$ cat config.mk
export PLATFORM = sky130hd
export DESIGN_NAME = rr_mux2_sequencer
export DESIGN_NICKNAME = d
export VERILOG_FILES = /design/src/rtl/rr_mux2_sequencer.sv
export SDC_FILE = /design/constraint.sdc
export NUM_CORES = 1
export LEC_CHECK = 0
export ABC_AREA = 1
export ABC_CLOCK_PERIOD_IN_PS = 2600
export BUFFER_PORTS_ARGS = -buffer_cell sky130_fd_sc_hd__buf_2
export CAP_MARGIN = 20
export CORE_AREA = 8 8 55 57
export CTS_CLUSTER_SIZE = 14
export DETAILED_ROUTE_END_ITERATION = 10
export DIE_AREA = 0 0 63 65
export PLACE_DENSITY = 0.79
export SETUP_SLACK_MARGIN = 0.3
export SYNTH_ARGS = -nofsm -noshare
export SYNTH_HDL_FRONTEND = slang
export SYNTH_SLANG_ARGS = --single-unit
$ cat constraint.sdc
create_clock -name clk -period 2.6 [get_ports clk]
set_input_delay 0.13 -clock clk [delete_from_list [all_inputs] [get_ports clk]]
set_output_delay 0.13 -clock clk [all_outputs]
set_load 0.005 [all_outputs]
$ cat src/rtl/rr_mux2_sequencer.sv
// Round-robin 2:1 mux feeding one output register; the result is visible one cycle after acceptance.
// Backpressure: a full, stalled register blocks both inputs; a register that drains is refilled in the same cycle.
module rr_mux2_sequencer #(
  parameter int WIDTH = 8
) (
  input  logic             clk,
  input  logic             rst_n,
  input  logic             a_valid,
  input  logic [WIDTH-1:0] a_data,
  output logic             a_ready,
  input  logic             b_valid,
  input  logic [WIDTH-1:0] b_data,
  output logic             b_ready,
  output logic             y_valid,
  output logic [WIDTH-1:0] y_data,
  input  logic             y_ready,
  output logic             s0,
  output logic [7:0]       xfer_cnt
);

  typedef enum logic {
    EMPTY = 1'b0,
    FULL  = 1'b1
  } state_t;

  state_t           state_q;
  logic [WIDTH-1:0] y_data_q;
  logic [WIDTH-1:0] y_data_d;
  logic             s0_q;
  logic             prio_q;
  logic [7:0]       xfer_cnt_q;

  logic load_en;
  logic grant_a;
  logic grant_b;
  logic grant;
  logic drain;

  // prio_q names the channel that wins when both inputs are valid
  always_comb begin
    load_en  = (state_q == EMPTY) | y_ready;
    grant_a  = load_en & a_valid & (~b_valid | ~prio_q);
    grant_b  = load_en & b_valid & (~a_valid | prio_q);
    grant    = grant_a | grant_b;
    drain    = (state_q == FULL) & y_ready;
    y_data_d = grant_b ? b_data : a_data;
  end

  always_ff @(posedge clk or negedge rst_n) begin
    if (!rst_n) begin
      state_q    <= EMPTY;
      y_data_q   <= '0;
      s0_q       <= 1'b0;
      prio_q     <= 1'b0;
      xfer_cnt_q <= 8'd0;
    end else begin
      if (drain) begin
        xfer_cnt_q <= xfer_cnt_q + 8'd1;
      end
      if (grant) begin
        state_q  <= FULL;
        y_data_q <= y_data_d;
        s0_q     <= grant_b;
        prio_q   <= grant_a;
      end else if (drain) begin
        state_q <= EMPTY;
      end
    end
  end

  // Readies are combinational, so they must be masked while reset is held
  assign a_ready  = rst_n & grant_a;
  assign b_ready  = rst_n & grant_b;
  assign y_valid  = (state_q == FULL);
  assign y_data   = y_data_q;
  assign s0       = s0_q;
  assign xfer_cnt = xfer_cnt_q;

endmodule
## Word level (Yosys, flattened, before mapping)

Index checks and enable logic that the tools add are counted.

| storage, ports and cells | value |
|---|---|
| bits in read-only memories | 0 |
| register bits | 19 |
| memories kept | 0 |
| word-level logic and storage cells | 25 |
| output and inout port bits | 20 |
| latch bits | 0 |
| input bits | 21 |
| RAM bits | 0 |

| cells by class | value |
|---|---|
| div/mod/pow operators | 0 |
| add/sub/neg operators | 1 |
| eq/ne operators | 0 |
| bitwise gates (word level) | 15 |
| reductions and logical operators | 1 |
| muxes and demuxes | 3 |
| $mul | 0 |
| shift-type cells | 0 |
| magnitude comparators | 0 |

Operators by type and width:

| operator | count |
|---|---|
| 8-bit by 1-bit adder with 8-bit output (second input constant) | 1 |
| 8-bit 2-to-1 mux | 1 |
| 1-bit AND | 7 |
| 1-bit inverter | 4 |
| 1-bit OR | 4 |
| 1-bit 2-to-1 mux | 2 |
| 2-bit nonzero test | 1 |

## Logic depth before layout (Yosys ltp)

| depth | value |
|---|---|
| depth after elaboration | 6 |
| depth in mapped cells | 7 |

## Worst setup path after synthesis

OpenSTA, ideal clock, no wires.

| path | value |
|---|---|
| kind | reg-to-reg |
| from | register xfer_cnt_q[1], in the netlist xfer_cnt[1] |
| to | register xfer_cnt_q[4], in the netlist xfer_cnt[4] |
| library setup time | 123 ps |
| cell stages (with the launch flop) | 6 |
| path slack | 1527 ps |
| arrival | 950 ps |
| cell sequence | dfrtp_1 ha_1 nand3_1 nor2_2 nand2_1 xnor2_1 |

| between the ends | value |
|---|---|
| word-level cells in the longest chain between the ends | 1 |

Ends and longest elaborated chain:

| element | RTL line | text |
|---|---|---|
| from (decl) | 31 | `logic [7:0] xfer_cnt_q;` |
| from (signal assigned) | 58 | `xfer_cnt_q <= xfer_cnt_q + 8'd1;` |
| 8-bit by 1-bit adder with 8-bit output | 58 |  |

No other way between the ends.
A chain may end at the register's enable or synchronous reset.

## Worst setup path after layout

| path | value |
|---|---|
| from | register state_q, in the netlist y_valid |
| to | output b_ready |

| between the ends | value |
|---|---|
| word-level cells in the longest chain between the ends | 5 |

Ends and longest elaborated chain:

| element | RTL line | text |
|---|---|---|
| from (decl) | 26 | `state_t state_q;` |
| from (signal assigned) | 51 | `state_q <= EMPTY;` |
| from (signal assigned) | 61 | `state_q <= FULL;` |
| from (signal assigned) | 66 | `state_q <= EMPTY;` |
| 1-bit inverter | 41 | `load_en = (state_q == EMPTY) \| y_ready;` |
| 1-bit OR | 41 |  |
| 1-bit AND (2 in a row) | 43 | `grant_b = load_en & b_valid & (~a_valid \| prio_q);` |
| 1-bit AND | 73 | `assign b_ready = rst_n & grant_b;` |
| to (decl) | 13 | `output logic b_ready,` |

No other way between the ends.

==> impl_summary.log <==
INFO  metric run_status = completed
INFO  metric synth-seq-cells = 19
INFO  metric synth_warnings = 0
INFO  metric rsz0062_at_grt = no
INFO  metric crit_type = register to output pin
INFO  metric detail_route.wirelength = 2290 µm
INFO  metric final.setup_skew = 0.00374 ns
INFO  metric syn-cell-area = 0.00103 mm²
INFO  metric instances_no_fill = 204
INFO  metric cts_made_buffers = 3
INFO  metric final_nets = a little under 200
INFO  metric cell_types_occupying_the_most_area_after_synthesis = dfrtp_1 46%, nand2_1 15%, inv_1 11%
INFO  metric dominant_cell_type_by_area_after_synthesis = dfrtp_1
INFO  metric initial_core_util = 0.479
INFO  metric netlist.area_leader.share = 0.462
INFO  metric fp-row-count = 17
INFO  metric clock_tree.root_cell = clkbuf_4
INFO  metric worstPathArrival = approximately 1.6 ns
INFO  metric final_period_minus_worst_setup_slack = 1.70 ns
INFO  metric avgRoutedWirePerCell = 11.2 µm
INFO  metric post-cts-setup-buffers = 0
INFO  metric critical_path_required = 2.47 ns
INFO  metric min_period_over_period = 0.653
INFO  metric comb_power_share = 0.354
INFO  metric timing.max_cap.violations = 0
INFO  metric grt_pass1_vias = 954
INFO  metric die_w = 63 µm
INFO  metric final_design_area_no_fill = approximately 0.0013 mm²
INFO  metric synthCells = 133
INFO  metric antenna_found_initial = 0
INFO  metric ctsLongestPathBuffers = 2
INFO  metric setup-violations-final = 0
INFO  metric setup_total_negative_slack = 0 ns
INFO  metric grt_pass1_wl = around 4000 µm
INFO  metric share_of_cells_above_drive_strength_1 = 0.301
INFO  metric insertion_delay = slightly below 0.3 ns
INFO  metric port_buffers = 40
INFO  metric net-switching-power = 342 µW
INFO  metric cts.htree.levels = 1
INFO  metric timing.final.max_slew_violations = 0
INFO  metric synthesis.area_per_instance = 7.74 µm²
INFO  metric postSynthNetCount = 155
INFO  metric antenna_cells = 0
INFO  metric tritoncts = built
INFO  metric most-common-layout-cells = 41 x nand2_1, 40 x buf_2, 29 x inv_1
INFO  metric hold_viol = 0
INFO  metric post-layout-total-power = 930 µW
INFO  metric gpl.final_weighted_congestion = approximately 0.75
INFO  metric power_switching_share = 0.368
INFO  metric fmax = between 0.5 and 0.6 GHz
INFO  metric cts.reportedPaths.clkPinSlew = ~0.10 ns
INFO  metric place.detailed.hpwl = 1830 µm
INFO  metric synth_sequential_area_ratio = 0.462
INFO  metric leakagePower = 0.000789 µW
INFO  metric worstPathMaxFanout = 11
INFO  metric floorplan.core_area = around 0.0021 mm²
INFO  metric globalRoute.totalOverflow = 0
INFO  metric route.detailed.drc = 0
INFO  metric setup.worst_path.end_class = output pin
INFO  metric final_common_cell = nand2_1
INFO  metric internal_power = 588 µW
INFO  metric number_of_top_level_design_ports = 41
INFO  metric place_area = 0.00125 mm²
INFO  metric grt_start_max_net_pins = 21
INFO  metric powerDensity = 723 mW/mm²
INFO  metric filler_cell_count = just under 200
INFO  metric vias_per_cell = around 4.6
INFO  metric tightest_slew = ~0.42 ns
INFO  metric max-slew-margin-rel = 0.717
INFO  metric place_inst = 199
INFO  metric peakVddDrop = roughly 390 µV
INFO  metric clock_sinks = 19
INFO  metric clock_power_share = 0.154
INFO  metric drt_pass1_iterations = 6
INFO  metric drt_iter0_markers = 46
INFO  metric antenna_left = 0
INFO  metric synth_cell_type_count = 18
INFO  metric global_route.usage.total = 0.118
INFO  metric hold_removal_path_class = input port to register
INFO  metric critical_path.startpoint_type = register
INFO  metric die_h = roughly 65 µm
INFO  metric areaGrowthSynthToFinish = 24.9%
INFO  metric num_vias = 943
INFO  metric share_seq_of_total_power = 0.492
INFO  metric die_area = 0.00410 mm²
INFO  metric count_of_instances_resized_after_the_clock_tree_is_built = 0
==> registers in the layout, summed over array words and instances, names as in the netlist <==
| name | count |
|---|---|
| prio_q | 1 |
| xfer_cnt | 8 |
| y_data | 8 |
| y_valid | 1 |
| s0 | 1 |
==> stage by stage <==
step | util | worst slack, ns | hold WS, ns
2_1_floorplan | - | 1.53 | -0.166
3_3_place_gp | 0.582 | 1.27 | 0.0904
3_5_place_dp | 0.582 | 1.23 | 0.0976
4_1_cts | 0.599 | 0.889 | 0.126
5_1_grt | 0.599 | 0.729 | 0.148
6_report | 0.599 | 0.901 | 0.134
==> critical path: stages (launching register included) <==
cell and delay, ns:
dfrtp_1 0.46, nand2_1 0.31, nand3_2 0.25, nor2_1 0.13, buf_2 0.12
==> layout make-up <==
cell class	instances	area [µm²]	share of cell area
sequential	19	475	0.370
multi-input combinational	80	417	0.324
timing repair buffer	41	210	0.163
inverter	32	123	0.0953
tap	28	35.0	0.0272
clock buffer	4	26.3	0.0204
==> path summary, 6_finish.rpt <==
path                           start     endpoint  slack (ns)  cells past startpoint
setup / recovery             y_valid      b_ready        0.90                      4
hold / removal             a_data[1]    y_data[1]        0.13                      5
setup reg to reg             y_valid    y_data[5]        1.25                      5
hold reg to reg                   s0           s0        0.49                      2
max in group asynchronous      rst_n    y_data[0]        2.01                      2
min in group asynchronous      rst_n  xfer_cnt[7]        0.29                      2
==> power groups by stage <==
| stage | combinational (µW) | clock, µW | sequential, µW |
|---|---|---|---|
| floorplan | 184 | 0 | 462 |
| global placement | 327 | 0 | 456 |
| detailed placement | 335 | 0 | 462 |
| CTS | 338 | 151 | 457 |
| global route | 388 | 160 | 472 |
| finish | 330 | 143 | 457 |
==> logic make-up after synthesis <==
group           Yosys count  synth area share
simple gates             71             0.312
buf+inv                  34             0.134
flops                    19             0.462
xor+xnor                  5            0.0425
compound gates            3            0.0377
fa+ha+maj                 1            0.0121
==> routing by layer <==
| layer | global-route usage | routed length (µm) |
|---|---|---|
| met5 | 0 | 0 |
| met2 | 0.179 | 965 |
| met1 | 0.147 | 1120 |
| met3 | 0.0412 | 179 |
| met4 | 0.0513 | 25 |
==> cells in the mapped netlist (all sizes together) <==
cell type / count
buf: 2
nand2: 43
nand3: 12
nand4: 10
ha: 1
a22oi: 1
o21ai: 1
dfrtp: 19
o211ai: 1
nor2: 6
xor2: 4
inv: 32
xnor2: 1
==> what timing repair did <==
action                     in CTS  in global routing
hold endpoints to repair       19                  0
setup endpoints to repair       0                  0
hold buffers                    1                  0
No activity file was read; power rests on OpenSTA's default activity.
